$ cat config.mk
export PLATFORM = sky130hd
export DESIGN_NAME = serial_to_parallel_receiver_8_bit
export DESIGN_NICKNAME = d
export VERILOG_FILES = /design/src/rtl/serial_to_parallel_receiver_8_bit.sv
export SDC_FILE = /design/constraint.sdc
export NUM_CORES = 1
export LEC_CHECK = 0
export ABC_AREA = 1
export CAP_MARGIN = 10
export CORE_MARGIN = 4
export CORE_UTILIZATION = 30
export CTS_BUF_LIST = sky130_fd_sc_hd__clkbuf_2
export DETAILED_ROUTE_END_ITERATION = 12
export SYNTH_ARGS = -nofsm -noshare
export SYNTH_HDL_FRONTEND = slang
export SYNTH_SLANG_ARGS = --single-unit
$ cat constraint.sdc
create_clock -name Clk_In -period 2.35 [get_ports Clk_In]
set_input_delay 0.47 -clock Clk_In [delete_from_list [all_inputs] [get_ports Clk_In]]
set_output_delay 0.47 -clock Clk_In [all_outputs]
set_load 0.01 [all_outputs]
$ cat src/rtl/serial_to_parallel_receiver_8_bit.sv
`default_nettype none
// ============================================================================
// Module   : serial_to_parallel_receiver_8_bit
// Brief    : Reassembles bytes from a strobed serial stream, LSB- or MSB-first,
//            into a one-entry valid/ready buffer with sticky overrun.
//            Optional parity bit per byte when PARITY_CHECK_EN is defined.
// Revision : 1.0 - initial release
// ============================================================================
module serial_to_parallel_receiver_8_bit #(
    parameter int PARITY_ODD = 0
) (
    input  logic       Clk_In,
    input  logic       Reset_In,
    input  logic       Serial_Data_In,
    input  logic       Serial_Valid_In,
    input  logic       Frame_Start_In,
    input  logic       Bit_Order_In,
    output logic [7:0] Byte_Data_Out,
    output logic       Byte_Valid_Out,
    input  logic       Byte_Ready_In,
    output logic       Parity_Error_Out,
    output logic       Overrun_Out,
    output logic [3:0] Bit_Count_Out
);

    localparam logic [1:0] c_ST_IDLE   = 2'd0;
    localparam logic [1:0] c_ST_DATA   = 2'd1;
`ifdef PARITY_CHECK_EN
    localparam logic [1:0] c_ST_PARITY = 2'd2;
`endif
    localparam logic       c_parity_odd = (PARITY_ODD != 0);

    logic [1:0] r_state;
    logic [1:0] w_state_nxt;
    logic [7:0] r_shift;
    logic [7:0] w_shift_nxt;
    logic [3:0] r_count;
    logic [3:0] w_count_nxt;
    logic       r_order;
    logic       w_order_nxt;
    logic [7:0] w_shifted;

    logic       w_complete;
    logic [7:0] w_byte;
    logic       w_perr;

    logic       r_valid;
    logic [7:0] r_data;
    logic       r_perr;
    logic       r_overrun;
    logic       w_accept;
    logic       w_load;
    logic       w_drop;

    // MSB-first shifts left (new bit at [0]); LSB-first shifts right (new bit at [7])
    assign w_shifted = r_order ? {r_shift[6:0], Serial_Data_In}
                               : {Serial_Data_In, r_shift[7:1]};

    always_ff @(posedge Clk_In) begin
        if (Reset_In) begin
            r_state <= c_ST_IDLE;
            r_shift <= 8'd0;
            r_count <= 4'd0;
            r_order <= 1'b0;
        end else begin
            r_state <= w_state_nxt;
            r_shift <= w_shift_nxt;
            r_count <= w_count_nxt;
            r_order <= w_order_nxt;
        end
    end

    always_comb begin
        w_state_nxt = r_state;
        w_shift_nxt = r_shift;
        w_count_nxt = r_count;
        w_order_nxt = r_order;
        w_complete  = 1'b0;
        w_byte      = w_shifted;
        w_perr      = 1'b0;
        if (Serial_Valid_In) begin
            if (Frame_Start_In) begin
                // A frame start always wins: any partial byte is silently dropped
                w_order_nxt = Bit_Order_In;
                w_shift_nxt = Bit_Order_In ? {7'd0, Serial_Data_In}
                                           : {Serial_Data_In, 7'd0};
                w_count_nxt = 4'd1;
                w_state_nxt = c_ST_DATA;
            end else begin
                case (r_state)
                    c_ST_DATA: begin
                        w_shift_nxt = w_shifted;
                        if (r_count == 4'd7) begin
`ifdef PARITY_CHECK_EN
                            w_count_nxt = 4'd8;
                            w_state_nxt = c_ST_PARITY;
`else
                            w_count_nxt = 4'd0;
                            w_complete  = 1'b1;
                            // Parity sense is irrelevant without a parity bit; term folds to 0
                            w_perr      = c_parity_odd & 1'b0;
`endif
                        end else begin
                            w_count_nxt = r_count + 4'd1;
                        end
                    end
`ifdef PARITY_CHECK_EN
                    c_ST_PARITY: begin
                        w_complete  = 1'b1;
                        w_byte      = r_shift;
                        w_perr      = ((^r_shift) ^ Serial_Data_In) != c_parity_odd;
                        w_count_nxt = 4'd0;
                        w_state_nxt = c_ST_DATA;
                    end
`endif
                    default: begin
                        w_state_nxt = r_state;
                    end
                endcase
            end
        end
    end

    always_comb begin
        w_accept = r_valid & Byte_Ready_In;
        w_load   = w_complete & (~r_valid | w_accept);
        w_drop   = w_complete & r_valid & ~w_accept;
    end

    always_ff @(posedge Clk_In) begin
        if (Reset_In) begin
            r_valid   <= 1'b0;
            r_data    <= 8'd0;
            r_perr    <= 1'b0;
            r_overrun <= 1'b0;
        end else begin
            if (w_load) begin
                r_valid <= 1'b1;
                r_data  <= w_byte;
                r_perr  <= w_perr;
            end else if (w_accept) begin
                r_valid <= 1'b0;
            end
            if (w_drop) begin
                r_overrun <= 1'b1;
            end
        end
    end

    assign Byte_Data_Out    = r_data;
    assign Byte_Valid_Out   = r_valid;
    assign Parity_Error_Out = r_perr;
    assign Overrun_Out      = r_overrun;
    assign Bit_Count_Out    = r_count;

endmodule
`default_nettype wire

Word-level counts from Yosys, hierarchy flattened
Index checks and enable logic that the tools add are counted.
- word-level logic and storage cells: 33
- output and inout port bits: 15
- memory bits (read-only): 0
- bits in latches: 0
- flip-flop bits (word level): 24
- RAM bits: 0
- memories kept: 0
- magnitude comparators: 0
- shift-type cells: 0
- eq/ne operators: 1
- add/sub/neg operators: 1
- bitwise gates (word level): 7
- multipliers: 0
- divide/modulo/power cells: 0
- reduce and logical (&&, ||, !) cells: 4
- mux-type cells: 13
- operator list (cell ; number):
    8-bit 2-to-1 mux ; 4
    4-bit 2-to-1 mux ; 3
    1-bit 2-to-1 mux ; 6
    4-bit by 1-bit adder with 4-bit output (second input constant) ; 1
    1-bit bitwise AND ; 4
    4-bit by 3-bit equality test with 1-bit output (second input constant) ; 1
    2-bit AND reduction ; 2
    2-bit nonzero test ; 2
    1-bit inverter ; 2
    1-bit OR ; 1

Depth between registers and ports, before layout
- depth after elaboration: 7
- gate-level depth with buffers: 7

Least setup slack after synthesis
No wires, ideal clock.
- path type: flip-flop to flip-flop
- from: register r_count[0], in the netlist Bit_Count_Out[0]
- to: register r_data[1], in the netlist Byte_Data_Out[1]
- period minus slack after synthesis: 1.298 ns
- buffers on the path: 0
- arrival time: 1.235 ns
- setup time: 0.064 ns
- data required time: 2.286 ns
- cell stages (with the launch flop): 8
- path slack: 1.052 ns
- cells stage by stage: dfxtp_1 -> ha_1 -> nand3_2 -> nor2_8 -> nand2_4 -> nand2_1 -> inv_1 -> nor2_1
- cells in the longest elaborated chain, start to end: 6
- ends and longest elaborated chain (element ; RTL line ; RTL):
    start: declaration ; 37 ; logic [3:0] r_count;
    start signal: assignment ; 68 ; r_count <= w_count_nxt;
    4-bit by 3-bit equality test with 1-bit output ; 93 ; if (r_count == 4'd7) begin
    1-bit 2-to-1 mux ; 93 ;
    1-bit 2-to-1 mux ; 90 ; case (r_state)
    1-bit 2-to-1 mux ; 82 ; if (Frame_Start_In) begin
    1-bit 2-to-1 mux ; 81 ; if (Serial_Valid_In) begin
    1-bit bitwise AND ; 126 ; w_load = w_complete & (~r_valid | w_accept);
    end signal: assignment ; 139 ; r_data <= w_byte;
    end: declaration ; 48 ; logic [7:0] r_data;
Every way passes these cells.
A chain may end at the register's enable or synchronous reset.

Worst setup path in the final report
- from: register r_count[2], in the netlist Bit_Count_Out[2]
- to: output port Bit_Count_Out[2]
- RTL lines (element ; RTL line ; RTL):
    end: declaration ; 23 ; output logic [3:0] Bit_Count_Out
No word-level cell between the ends.

==> flow_metrics.py <==
metrics = {
    "cells_and_area": {
        "final_cell_mix": "39 x nand2_1, 32 x inv_1, 27 x nor2_1",
        "nFillCells": 422,
        "diodes": 0,
        "final_layout_size_suffix_gt1_frac": 0.0612,
        "post-route-util": 0.393,
        "layout_commonest_cell": "nand2_1",
        "nets": 205,
        "syn_to_final_growth_pct": 23.3,
    },
    "timing": {
        "tns_ns": 0,
        "finalHoldViolations": 0,
        "max_slew_margin": 0.660,
        "skew_ns": 0.0125,
        "fin_ws_ns": 0.449,
        "timing.final.crit_share": 0.809,
        "setup_viol": 0,
        "fin_hold_ws_ns": 0.467,
        "worst_slew_pin_slew_ns": 0.510,
        "fin_crit_ns": 1.90,
        "rsz0062_at_grt": "no",
        "fmax_mhz": 526,
        "report.final.slew_viol_count": 0,
    },
    "clocking": {
        "clk_latency_ns": 0.36,
        "cts_tree": "yes",
        "cts.reportedPaths.clkPinSlew_ns": 0.24,
        "cts_resized": 0,
        "holdBufCountCts": 0,
        "clock-sinks": 24,
        "htreeDepth": 1,
        "ctsRootBufferMaster": "clkbuf_2",
        "post_cts_buffers": 0,
        "clk_path_buf_depth": 2,
        "numCtsBuffers": 3,
    },
    "min_path": {
        "hp-class": "reg -> reg",
        "whs_path_depth": 2,
        "min_from": "Overrun_Out$_SDFFE_PP0P_",
        "min_to": "Overrun_Out$_SDFFE_PP0P_",
    },
    "grt": {
        "antenna_found_initial": 0,
        "grt_max_degree": 18,
        "grt_overflow_total": 0,
        "grt_pass1_vias": 894,
        "grt_pass1_wl_um": 3950,
        "grt_usage": 0.0948,
    },
    "run_status": {
        "outcome": "completed",
    },
    "drt": {
        "detail-route-antenna-nets": 0,
        "wl_per_cell_um": 9.63,
        "drt_first_pass_iters": 4,
        "drt_iter0_drc": 41,
        "avgViaCountPerCell": 4.25,
        "vias": 1037,
        "drc": 0,
        "finalWirelength_um": 2350,
    },
    "yosys": {
        "avgSynthCellArea_um2": 6.74,
        "yosys_warnings": 0,
        "ys_types": 24,
        "ys_seq_elements": 24,
        "syn_area_um2": 1190,
        "syn-num-nets": 185,
        "synthCells": 177,
        "ys_seq_area_frac": 0.403,
    },
    "flow_run": {
        "cap_violations": 0,
    },
    "power_and_ir_drop": {
        "leakagePower_nw": 0.605,
        "p_total_w": 0.000768,
        "max-vdd-ir-drop_mv": 0.363,
        "powerDensity_nw_per_um2": 522,
    },
    "placed_design": {
        "portBuffers": 20,
        "dp_hpwl_um": 1730,
        "dp_slack_ns": 0.444,
        "gp_congestion": 0.737,
    },
    "setup_path": {
        "cp_slowest_cell": "clkdlybuf4s50_1",
        "rr_endpoint": "Byte_Data_Out[1]$_SDFFE_PP0P_",
        "reg2reg_from": "Bit_Count_Out[0]$_SDFFE_PP0P_",
        "cp_max_fo": 6,
        "rrSetupSlack_ns": 0.92,
        "criticalPathCategory": "reg -> out",
        "max_stage_delay_ns": 0.58,
        "crit_family": "buffers and inverters",
        "crit_path_end_kind": "output port",
        "arrival_ns": 1.43,
        "cp.required_ns": 1.88,
        "path_cells": "clkdlybuf4s50_1",
        "worst-r2r-cell-count": 7,
        "critPathBufInv": 1,
        "start_kind": "flop",
        "crit_cells": 1,
    },
    "floorplan": {
        "die_y_um": 71.1,
        "initial_core_util": 0.319,
        "rows": 22,
        "io_pins": 22,
        "die_area_um2": 5050,
        "fp.dieW_um": 71.1,
        "core_area_um2": 3740,
    },
}
-- sequential cells by signal, indices dropped and copies added (netlist names) --
| name | cells |
|---|---|
| r_order | 1 |
| Byte_Data_Out | 8 |
| Overrun_Out | 1 |
| Byte_Valid_Out | 1 |
| Bit_Count_Out | 4 |
| r_shift | 8 |
| r_state | 1 |
-- stage by stage --
stage / std cells / instance area [um2]
4_1_cts: 244 / 1470
2_1_floorplan: 177 / 1190
3_3_place_gp: 240 / 1430
3_5_place_dp: 240 / 1430
5_1_grt: 244 / 1470
6_report: 244 / 1470
-- cells by family after synthesis --
group                    share of synthesized area
adder cells (fa/ha/maj)                     0.0105
AO/OA/AOI/OAI                                0.121
buffers and inverters                        0.136
AND/OR/NAND/NOR                              0.327
flip-flops                                   0.403
other                                      0.00314
-- metal layers --
metal,GRT usage,up-vias,part of all wire
li1,-,575,-
met1,0.129,441,0.53
met2,0.145,19,0.41
met3,0.0341,2,0.059
met4,0.0188,0,0.0038
met5,0,-,0
-- Yosys cell counts (all sizes together) --
cell     n  share of area
nor2    28           0.10
ha       1          0.010
conb     1         0.0031
a21oi    6          0.025
o21a     6          0.038
nand2   41           0.14
o21ai   10          0.042
nor3     1         0.0042
or2      1         0.0052
clkinv   1         0.0031
inv     33           0.10
a31oi    3          0.016
dfxtp   24           0.40
nand3   14          0.073
buf      6          0.029
nand4    1         0.0052
-- how the worst max path moves through the flow --
stage                                              from                            end  slack, ns
final                     Bit_Count_Out[2]$_SDFFE_PP0P_               Bit_Count_Out[2]       0.45
after global placement                  Serial_Valid_In  Bit_Count_Out[2]$_SDFFE_PP0P_       0.50
after CTS                 Bit_Count_Out[2]$_SDFFE_PP0P_               Bit_Count_Out[2]       0.45
after floorplan           Bit_Count_Out[0]$_SDFFE_PP0P_  Byte_Data_Out[1]$_SDFFE_PP0P_       1.05
after detailed placement                Serial_Valid_In  Bit_Count_Out[2]$_SDFFE_PP0P_       0.44
after global routing      Bit_Count_Out[2]$_SDFFE_PP0P_               Bit_Count_Out[2]       0.40
-- final cells by class --
| type | count | area, um2 | area share |
|---|---|---|---|
| clock buffers | 3 | 15.0 | 0.0102 |
| clock inverters | 1 | 30.0 | 0.0204 |
| inverters | 34 | 128 | 0.0867 |
| multi-input cells | 113 | 551 | 0.374 |
| flip-flops and latches | 24 | 480 | 0.327 |
| well taps | 48 | 60.1 | 0.0408 |
| repair buffers | 21 | 208 | 0.141 |
-- power by group --
part / switching, W / internal [W]
Combinational: 0.0000369 / 0.0000268
Sequential: 0.00000921 / 0.000416
Clock: 0.000133 / 0.000147
No activity file was read; power rests on OpenSTA's default activity.
